File: config.mk
export PLATFORM = sky130hd
export DESIGN_NAME = game_ms_timer_flat
export DESIGN_NICKNAME = d
export VERILOG_FILES = /design/src/rtl/game_ms_timer_if.sv /design/src/rtl/game_ms_timer.sv /design/src/flat_wrapper.sv
export SDC_FILE = /design/constraint.sdc
export NUM_CORES = 1
export LEC_CHECK = 0
export BUFFER_PORTS_ARGS = -buffer_cell sky130_fd_sc_hd__buf_4
export CAP_MARGIN = 0
export CORE_ASPECT_RATIO = 0.5
export CORE_MARGIN = 1
export CORE_UTILIZATION = 50
export DETAILED_ROUTE_END_ITERATION = 7
export GPL_ROUTABILITY_DRIVEN = 0
export GPL_TIMING_DRIVEN = 1
export PLACE_DENSITY = 0.73
export SETUP_SLACK_MARGIN = 0.2
export SLEW_MARGIN = 20
export SYNTH_ARGS = -nofsm -noshare
export SYNTH_HDL_FRONTEND = slang
export SYNTH_SLANG_ARGS = --single-unit
File: constraint.sdc
create_clock -name CLK -period 6.6 [get_ports CLK]
set_clock_uncertainty 0.1 [all_clocks]
set_input_delay 0.99 -clock CLK [delete_from_list [all_inputs] [get_ports CLK]]
set_output_delay 0.99 -clock CLK [all_outputs]
set_load 0.02 [all_outputs]
File: src/rtl/game_ms_timer_if.sv
// Purpose : bus between the debounced buttons, the ms timer and the countdown/display logic.
// Latency : wiring only; the timer registers every output it drives onto this bus.
// Backpres: none; START/STOP are single-cycle pulses and the outputs are plain levels or pulses.
//
// Signals:
//   START, STOP   - button pulses from the debouncer (driven by the master side)
//   COUNT1        - elapsed milliseconds since START (feeds the countdown decoder)
//   RUNNING       - round is timing
//   DONE          - one-cycle pulse when COUNT1 reaches the target instant
//   RESULT        - COUNT1 captured at stop or timeout
//   RESULT_VALID  - RESULT/EARLY/SCORE/TIMEOUT are meaningful
//   TIMEOUT       - round ended by the ceiling rather than by STOP
//   EARLY         - RESULT below the target
//   SCORE         - absolute distance between RESULT and the target
interface game_ms_timer_if;
    logic        START;
    logic        STOP;
    logic [31:0] COUNT1;
    logic        RUNNING;
    logic        DONE;
    logic [31:0] RESULT;
    logic        RESULT_VALID;
    logic        TIMEOUT;
    logic        EARLY;
    logic [31:0] SCORE;

    // Button/consumer side: produces the pulses, observes the timer.
    modport master (
        output START, STOP,
        input  COUNT1, RUNNING, DONE, RESULT, RESULT_VALID, TIMEOUT, EARLY, SCORE
    );

    // Timer side.
    modport slave (
        input  START, STOP,
        output COUNT1, RUNNING, DONE, RESULT, RESULT_VALID, TIMEOUT, EARLY, SCORE
    );
endinterface

File: src/rtl/game_ms_timer.sv
// Purpose : millisecond timebase for the countdown game; runs a round from START, captures STOP/timeout.
// Latency : START/STOP take effect on the sampling edge (1 cycle to outputs); COUNT1 steps every TICK_DIV cycles.
// Backpres: none; pulses arriving in states that ignore them are dropped.
//
// Ports:
//   CLK   - system clock, everything on the rising edge
//   RESET - synchronous active-high reset, overrides all other inputs
//   io    - game_ms_timer_if.slave: START/STOP in, COUNT1/RUNNING/DONE/RESULT/RESULT_VALID/
//           TIMEOUT/EARLY/SCORE out (all registered)
module game_ms_timer #(
    parameter int unsigned TICK_DIV = 50000,
    parameter int unsigned GAME_MS  = 5000,
    parameter int unsigned MAX_MS   = 9999
) (
    input  logic            CLK,
    input  logic            RESET,
    game_ms_timer_if.slave  io
);

    localparam int unsigned   PW         = (TICK_DIV > 2) ? $clog2(TICK_DIV) : 1;
    localparam logic [PW-1:0] PRESC_LAST = PW'(TICK_DIV - 1);
    localparam logic [31:0]   GAME_V     = 32'(GAME_MS);
    localparam logic [31:0]   MAX_V      = 32'(MAX_MS);

    typedef enum logic [1:0] {
        ST_IDLE = 2'd0,
        ST_RUN  = 2'd1,
        ST_HOLD = 2'd2
    } state_t;

    state_t        state_q, state_d;
    logic [PW-1:0] presc_q, presc_d;
    logic [31:0]   count_q, count_d;
    logic          running_q, running_d;
    logic          done_q, done_d;
    logic [31:0]   result_q, result_d;
    logic          result_vld_q, result_vld_d;
    logic          timeout_q, timeout_d;
    logic          early_q, early_d;
    logic [31:0]   score_q, score_d;

    // Shared round-progress terms.
    logic        tick;
    logic [31:0] count_inc;
    logic        hit_max;

    assign tick      = (presc_q == PRESC_LAST);
    assign count_inc = count_q + 32'd1;
    assign hit_max   = tick && (count_inc == MAX_V);

    // Value captured when a round ends. STOP beats a coincident tick, so STOP
    // always captures the pre-increment count; otherwise the end is the timeout.
    logic [31:0] end_val;
    logic        end_early;
    logic [31:0] end_score;

    always_comb begin
        end_val   = io.STOP ? count_q : MAX_V;
        end_early = (end_val < GAME_V);
        end_score = end_early ? (GAME_V - end_val) : (end_val - GAME_V);
    end

    // ------------------------------------------------------------------
    // FSM state register
    // ------------------------------------------------------------------
    always_ff @(posedge CLK) begin
        if (RESET) begin
            state_q <= ST_IDLE;
        end else begin
            state_q <= state_d;
        end
    end

    // ------------------------------------------------------------------
    // FSM next-state logic
    // ------------------------------------------------------------------
    always_comb begin
        state_d = state_q;
        case (state_q)
            ST_IDLE: begin
                if (io.START) state_d = ST_RUN;
            end
            ST_RUN: begin
                // START is ignored while running; STOP (even alongside START) ends the round.
                if (io.STOP || hit_max) state_d = ST_HOLD;
            end
            ST_HOLD: begin
                if (io.START) state_d = ST_RUN;
            end
            default: state_d = ST_IDLE;
        endcase
    end

    // ------------------------------------------------------------------
    // Output / datapath next values
    // ------------------------------------------------------------------
    always_comb begin
        presc_d      = presc_q;
        count_d      = count_q;
        done_d       = 1'b0;
        result_d     = result_q;
        result_vld_d = result_vld_q;
        timeout_d    = timeout_q;
        early_d      = early_q;
        score_d      = score_q;
        running_d    = (state_d == ST_RUN);

        case (state_q)
            ST_IDLE, ST_HOLD: begin
                // HOLD keeps COUNT1 frozen so the decoder keeps showing the final digit.
                if (io.START) begin
                    presc_d      = '0;
                    count_d      = '0;
                    result_vld_d = 1'b0;
                    timeout_d    = 1'b0;
                    early_d      = 1'b0;
                    score_d      = '0;
                end
            end
            ST_RUN: begin
                if (io.STOP) begin
                    result_d     = end_val;
                    result_vld_d = 1'b1;
                    early_d      = end_early;
                    score_d      = end_score;
                end else if (tick) begin
                    presc_d = '0;
                    count_d = count_inc;
                    done_d  = (count_inc == GAME_V);
                    if (hit_max) begin
                        result_d     = end_val;
                        result_vld_d = 1'b1;
                        timeout_d    = 1'b1;
                        early_d      = end_early;
                        score_d      = end_score;
                    end
                end else begin
                    presc_d = presc_q + PW'(1);
                end
            end
            default: begin
                count_d = '0;
            end
        endcase
    end

    // ------------------------------------------------------------------
    // Datapath / output registers
    // ------------------------------------------------------------------
    always_ff @(posedge CLK) begin
        if (RESET) begin
            presc_q      <= '0;
            count_q      <= '0;
            running_q    <= 1'b0;
            done_q       <= 1'b0;
            result_q     <= '0;
            result_vld_q <= 1'b0;
            timeout_q    <= 1'b0;
            early_q      <= 1'b0;
            score_q      <= '0;
        end else begin
            presc_q      <= presc_d;
            count_q      <= count_d;
            running_q    <= running_d;
            done_q       <= done_d;
            result_q     <= result_d;
            result_vld_q <= result_vld_d;
            timeout_q    <= timeout_d;
            early_q      <= early_d;
            score_q      <= score_d;
        end
    end

    assign io.COUNT1       = count_q;
    assign io.RUNNING      = running_q;
    assign io.DONE         = done_q;
    assign io.RESULT       = result_q;
    assign io.RESULT_VALID = result_vld_q;
    assign io.TIMEOUT      = timeout_q;
    assign io.EARLY        = early_q;
    assign io.SCORE        = score_q;

endmodule

File: src/flat_wrapper.sv
// flat-port wrapper written by rule: the top's interface ports become plain ports
module game_ms_timer_flat 
#(
    parameter int unsigned TICK_DIV = 50000,
    parameter int unsigned GAME_MS  = 5000,
    parameter int unsigned MAX_MS   = 9999
)
  (CLK, RESET, io_START, io_STOP, io_COUNT1, io_RUNNING, io_DONE, io_RESULT, io_RESULT_VALID, io_TIMEOUT, io_EARLY, io_SCORE);
  game_ms_timer_if io_i ();
  input  logic CLK;
  input  logic RESET;
  input wire logic [$bits(io_i.START)-1:0] io_START;
  input wire logic [$bits(io_i.STOP)-1:0] io_STOP;
  output wire logic [$bits(io_i.COUNT1)-1:0] io_COUNT1;
  output wire logic [$bits(io_i.RUNNING)-1:0] io_RUNNING;
  output wire logic [$bits(io_i.DONE)-1:0] io_DONE;
  output wire logic [$bits(io_i.RESULT)-1:0] io_RESULT;
  output wire logic [$bits(io_i.RESULT_VALID)-1:0] io_RESULT_VALID;
  output wire logic [$bits(io_i.TIMEOUT)-1:0] io_TIMEOUT;
  output wire logic [$bits(io_i.EARLY)-1:0] io_EARLY;
  output wire logic [$bits(io_i.SCORE)-1:0] io_SCORE;
  assign io_i.START = io_START;
  assign io_i.STOP = io_STOP;
  assign io_COUNT1 = io_i.COUNT1;
  assign io_RUNNING = io_i.RUNNING;
  assign io_DONE = io_i.DONE;
  assign io_RESULT = io_i.RESULT;
  assign io_RESULT_VALID = io_i.RESULT_VALID;
  assign io_TIMEOUT = io_i.TIMEOUT;
  assign io_EARLY = io_i.EARLY;
  assign io_SCORE = io_i.SCORE;
  game_ms_timer #(.TICK_DIV(TICK_DIV), .GAME_MS(GAME_MS), .MAX_MS(MAX_MS)) u_core (.CLK(CLK), .RESET(RESET), .io(io_i));
endmodule
==> key figures, run 1 <==
Yosys
  – Mapped Nets: 903
  – Most instantiated cells after synthesis: 119 x dfxtp_1, 90 x nand2_1, 80 x nor2_1, 64 x a21oi_1, 58 x clkbuf_1
  – Yosys top cell area share: 33.9%
  – Most numerous cell in the Yosys netlist: dfxtp_1
  – FFs w/ async S/R, synth: 0%
  – Leading area contributor after synthesis: dfxtp_1
  – Synth unique cells: 71
  – Largest cells by area after synthesis: dfxtp_1 34%, nand2_1 4.8%, a21oi_1 4.6%, nor2_1 4.3%, mux2i_1 3.8%
  – Synth warn: 0
  – Synth Instances: 891
  – Main synth FF type: dfxtp_1
  – Synthesized area: 7030 sq um
  – Synth Register Bits: 119
  – Number of synthesized flops with an enable pin: 0
  – Synth Area per Inst: 7.88 sq um
  – Post-synthesis sequential area ratio: 33.9%

Clocking
  – Clock tree buffer depth: 2
  – Clk slew on worst S/H paths: 0.06 ns
  – CTS tree: done
  – Htree depth: 4
  – Hold_buf cts: 0
  – CTS buffer count: 17
  – Clock root cell: clkbuf_16
  – Post-CTS sizing: 0
  – Post-CTS Setup Repair Bufs: 0
  – Insertion delay to the later sink of the worst-skew pair: 0.41 ns
  – Clock Sinks: 119

Critical path
  – R2R Setup Slk: 2.11 ns
  – Critical setup path kind: reg2reg
  – CP arrival: 4.69 ns
  – Reg2reg path depth: 9
  – Reg2reg end: u_core.io.RESULT[31]$_SDFFE_PP0P_
  – RR Startpoint: u_core.io.COUNT1[4]$_SDFFE_PP0P_
  – CP max FO: 46
  – Worst EP required: 6.80 ns
  – CP Launch Type: register
  – Crit. End Element: register

Global route
  – GR Overflow Total: 0
  – Initial antenna violation count: 0
  – Vias in the first global route: 6454
  – Global-route wire length before repair: 35200 um
  – Largest net degree at the start of global routing: 63
  – GR Util All Layers: 30.6%

Route
  – Post-Route WL: 22000 um
  – Routed Antenna Nets: 0
  – Vias: 7320
  – First-pass iteration count of the detailed router: 8
  – Drt drc: 0
  – WL/cell: 19.3 um
  – Drt via density: 6.42
  – DRT iter0 DRCs: 1017

Floorplan
  – Die width: 170 um
  – Die H: 85.8 um
  – Num ports: 105
  – Initial core utilization: 51.6%
  – Row cnt: 30
  – Area of the die: 14600 sq um
  – CORE AREA: 13600 sq um

STA
  – Final Hold Fails: 0
  – Fin Setup TNS: 0 ns
  – Fmax: 223 MHz
  – WHS: 0.360 ns
  – RSZ-0062 raised after global routing: no
  – Min cycle time layout: 4.49 ns
  – Final setup vio count: 0
  – Slew HR: 34.2%
  – Worst slew pin tran: 0.984 ns
  – Final Max Tran Viols: 0
  – Final cycle utilization of the critical path: 68.1%

Power and ir drop
  – P per Cell Area: 213 nW/um^2
  – Pleak: 3.18 nW
  – Peak supply drop: 180 uV

Cells and area
  – N_diodes: 0
  – P&R area growth vs syn: 17.9%
  – Fraction of layout cells with a size suffix above 1: 17.7%
  – Layout Nets: 948

Min path
  – Hold/Removal Path Class: reg2reg
  – WHS Path Cells: 2
  – WHS Endpoint: u_core.io.SCORE[23]$_SDFFE_PP0P_
  – Hold path start: u_core.io.SCORE[23]$_SDFFE_PP0P_

Run
  – Max Cap Viol: 0

Placed design
  – # port buffers: 104
  – Hpwl dp: 14700 um

Outcome
  – Status: finished, final reports clean
metrics by stage:
stage	worst slack, ns	utilization, %	std cells	power [mW]	cell area [sq um]
after CTS	2.27	60.8	1140	1.77	8280
after global routing	1.91	60.8	1140	1.82	8290
final	2.11	60.8	1140	1.76	8290
after global placement	2.46	56.7	1109	0.897	7730
after floorplan	2.46	-	891	0.856	7030
after detailed placement	2.31	56.7	1109	0.899	7730
worst max-delay path: stages (launching register included):
cell and delay (ns):
dfxtp_1 0.80, nand4_1 0.36, nor3_1 0.62, nand4_1 0.26
xnor2_1 0.19, nor4_1 0.41, nand4_1 0.36, a21o_2 0.50
buf_4 0.40, a32o_1 0.34
where the power goes:
group	internal [mW]	switching [mW]	total (mW)	leakage, nW
logic	0.0472	0.103	0.150	1.95
registers	0.728	0.00800	0.736	0.961
clock network	0.518	0.359	0.876	0.265
total	1.29	0.470	1.76	3.18
cells in the final DEF (no fill, tap or decap), types with 6 or more instances in the layout:
cell type	count
nor3_1	27
clkbuf_16	17
dfxtp_1	119
nor2b_1	8
a21oi_1	63
a32o_1	24
mux2i_1	27
and3_1	11
a211oi_1	9
and2_1	8
or4_1	6
or3_1	23
ha_1	8
nand4b_1	6
nand3b_1	8
nand3_1	28
nand4_1	26
o21ai_0	48
inv_1	15
nor2_1	78
a31oi_1	14
xnor2_1	19
nor4_1	16
nand2b_1	6
buf_4	109
and4_1	10
nand2_1	90
xor2_1	23
a31o_2	8
final cells by class:
type                            count  area [sq um]
Clock inverter                     14           129
Timing Repair Buffer              109           818
Clock buffer                       17           425
Fill cell                        1215          5340
Tap cell                          192           240
Sequential cell                   119          2380
Multi-Input combinational cell    673          4230
Inverter                           16          60.1
per-layer routing:
metal | share of wire (%) | vias up | wire (um) | global-route usage, %
li1 | - | 3370 | - | -
met1 | 45 | 3488 | 9770 | 43.8
met2 | 44 | 420 | 9640 | 46.8
met3 | 10 | 42 | 2260 | 6.51
met4 | 1.3 | 0 | 278 | 6.96
met5 | 0 | - | 0 | 0
registers in the layout, summed over array words and instances, names as in the netlist:
name,cells
u_core.io.COUNT1,32
u_core.io.DONE,1
u_core.io.EARLY,1
u_core.io.RESULT,32
u_core.io.RESULT_VALID,1
u_core.io.RUNNING,1
u_core.io.SCORE,32
u_core.io.TIMEOUT,1
u_core.presc_q,16
u_core.state_q,2
worst max path at each step:
stage	start	end	slack (ns)	cells past startpoint
after floorplan	io_STOP	u_core.io.SCORE[17]$_SDFFE_PP0P_	2.46	14
after global placement	u_core.io.COUNT1[4]$_SDFFE_PP0P_	u_core.io.RESULT[15]$_SDFFE_PP0P_	2.46	9
after detailed placement	u_core.io.COUNT1[4]$_SDFFE_PP0P_	u_core.io.RESULT[22]$_SDFFE_PP0P_	2.31	9
after CTS	u_core.io.COUNT1[4]$_SDFFE_PP0P_	u_core.io.RESULT[31]$_SDFFE_PP0P_	2.27	9
after global routing	u_core.io.COUNT1[4]$_SDFFE_PP0P_	u_core.io.RESULT[14]$_SDFFE_PP0P_	1.91	9
final	u_core.io.COUNT1[4]$_SDFFE_PP0P_	u_core.io.RESULT[31]$_SDFFE_PP0P_	2.11	9
cell families after synthesis:
group | share of synthesized area, %
buffers and inverters | 6.13
multiplexers | 3.85
AO/OA/AOI/OAI | 22.0
XOR/XNOR | 5.24
flip-flops | 33.9
AND/OR/NAND/NOR | 27.5
adder cells (fa/ha/maj) | 1.42
Note: power is estimated with default switching activity, not from simulation.
==> run 2, diff against run 1 <==
PLACE_DENSITY = 0.76   (was 0.73)
clock period = 3.9 ns   (was 6.6 ns; I/O delays follow)
==> key figures, run 2 (same netlist as run 1, synthesis figures left out) <==
Floorplan
  – CORE AREA: 13600 sq um (unchanged)
  – Initial core utilization: 51.6% (unchanged)
  – Area of the die: 14600 sq um (unchanged)
  – Die H: 85.8 um (unchanged)
  – Row cnt: 30 (unchanged)
  – Die width: 170 um (unchanged)
  – Num ports: 105 (unchanged)

Critical path
  – Worst-path cell chain: nand4_1, or3_1, nor3_1, xor2_1, nor4_1, nand4_1, a21o_2, buf_4, a32o_1
  – Family with the most delay on the worst path: simple AND/OR/NAND/NOR gates
  – R2R Setup Slk: 0.33 ns (-1.78 ns)
  – Critical setup path kind: reg2reg
  – CP bufs+invs: 1 (unchanged)
  – CP Launch Type: register
  – Critical Path Max Stage Delay: 0.52 ns (-0.28 ns)
  – CP max FO: 40 (-13%)
  – Cell repeated most along the worst path: nand4_1
  – Worst EP required: 4.11 ns (-2.69 ns)
  – CP arrival: 3.78 ns (-0.91 ns)
  – CP max stage cell: or3_1
  – Crit. End Element: register

Clocking
  – Clk slew on worst S/H paths: 0.06 ns (about the same)
  – Clock tree buffer depth: 2 (unchanged)
  – CTS buffer count: 17 (unchanged)
  – Clock root cell: clkbuf_16
  – Clock Sinks: 119 (unchanged)
  – CTS tree: done
  – Insertion delay to the later sink of the worst-skew pair: 0.42 ns (about the same)
  – Htree depth: 4 (unchanged)
  – Hold_buf cts: 0 (unchanged)

STA
  – Worst slew pin tran: 0.739 ns (-0.245 ns)
  – Min cycle time layout: 3.57 ns (-0.924 ns)
  – Post-route setup slack: 0.332 ns (-1.78 ns)
  – Final setup vio count: 0 (unchanged)
  – Final Hold Fails: 0 (unchanged)
  – Final Max Tran Viols: 0 (unchanged)
  – Slew HR: 49.4% (+15 points)
  – Fmax: 280 MHz (+26%)
  – Final cycle utilization of the critical path: 91.5% (+23 points)
  – Fin Setup TNS: 0 ns (unchanged)
  – RSZ-0062 raised after global routing: no

Cells and area
  – Layout Nets: 994 (+4.9%)
  – Most common cell after layout, fill and taps aside: buf_4
  – Highest-count cells in the layout ignoring fill and taps: 154 x buf_4, 116 x dfxtp_1, 90 x nand2_1
  – P&R area growth vs syn: 23.5%
  – N_diodes: 0 (unchanged)
  – Fraction of layout cells with a size suffix above 1: 21.9% (+4.2 points)

Power and ir drop
  – Peak supply drop: 307 uV (+71%)
  – Pleak: 3.43 nW (+7.8%)
  – P per Cell Area: 354 nW/um^2 (+67%)

Placed design
  – Setup WS pre-CTS: 0.221 ns (-2.09 ns)
  – # port buffers: 104 (unchanged)
  – Hpwl dp: 15600 um (+6.4%)

Route
  – First-pass iteration count of the detailed router: 5 (-3)
  – Routed Antenna Nets: 0 (unchanged)
  – Post-Route WL: 23100 um (+5.4%)
  – DRT iter0 DRCs: 1030 (+1.3%)
  – WL/cell: 19.5 um (+1.2%)
  – Drt drc: 0 (unchanged)
  – Drt via density: 6.45 (+0.38%)
  – Vias: 7651 (+4.5%)

Global route
  – Grt peak-use layer: met2
  – Grt met3 use: 8.77% (+2.3 points)
  – M1 GR Usage: 42.8% (-0.97 points)
  – GR Util All Layers: 32.0% (+1.4 points)
  – Initial antenna violation count: 0 (unchanged)
  – Largest net degree at the start of global routing: 63 (unchanged)
  – GR Overflow Total: 0 (unchanged)
  – Global-route wire length before repair: 36600 um (+3.8%)
  – Met2 Resource Use GR: 49.1% (+2.3 points)
  – Vias in the first global route: 6924 (+7.3%)

Min path
  – Hold/Removal Path Class: reg2reg

Run
  – Max Cap Viol: 0 (unchanged)

Outcome
  – Status: finished, final reports clean
## run 2: worst register-to-register path: cells and delay by family (launching register included)
kind	cells	cell delay (ns)
buffers and inverters	1	0.28
AO/OA/AOI/OAI	2	0.68
XOR/XNOR	1	0.12
flip-flops	1	0.48
AND/OR/NAND/NOR	5	1.81
## run 2: cell type report
class                           count  area [sq um]
Timing Repair Buffer              155          1180
Clock buffer                       18           429
Inverter                           16          60.1
Sequential cell                   119          2390
Fill cell                        1176          4950
Tap cell                          192           240
Multi-Input combinational cell    673          4230
Clock inverter                     14           151
## run 2: worst paths after layout
kind                                         start                           endpoint  depth (start not counted)
setup reg to reg  u_core.io.COUNT1[6]$_SDFFE_PP0P_  u_core.io.RESULT[28]$_SDFFE_PP0P_                          9
hold / removal     u_core.io.SCORE[7]$_SDFFE_PP0P_    u_core.io.SCORE[7]$_SDFFE_PP0P_                          2
hold reg to reg    u_core.io.SCORE[7]$_SDFFE_PP0P_    u_core.io.SCORE[7]$_SDFFE_PP0P_                          2
setup / recovery  u_core.io.COUNT1[6]$_SDFFE_PP0P_  u_core.io.RESULT[28]$_SDFFE_PP0P_                          9
## run 2: report_power, final
part           internal [mW]  switching, mW
registers               1.23         0.0117
clock network          0.944          0.617
logic                 0.0903          0.180
total                   2.27          0.808
## run 2: metal layers
| layer | vias to the layer above | wire length (um) |
|---|---|---|
| li1 | 3466 | - |
| met1 | 3634 | 9940 |
| met2 | 469 | 10000 |
| met3 | 82 | 2560 |
| met4 | 0 | 628 |
| met5 | - | 0 |
## run 2: through the flow
| stage | util, % | hold WS, ns | cells | instance area, sq um | power (mW) |
|---|---|---|---|---|---|
| 5_1_grt | 63.7 | 0.372 | 1187 | 8680 | 3.16 |
| 2_1_floorplan | - | 0.366 | 891 | 7030 | 1.45 |
| 3_5_place_dp | 59.0 | 0.356 | 1151 | 8040 | 1.53 |
| 6_report | 63.7 | 0.364 | 1187 | 8680 | 3.07 |
| 3_3_place_gp | 59.0 | 0.343 | 1151 | 8040 | 1.52 |
| 4_1_cts | 63.2 | 0.364 | 1183 | 8620 | 3.07 |
## run 2: what timing repair did
item	in CTS	in global routing
resized for setup	0	5
setup endpoints to repair	0	67
buffers inserted	0	4
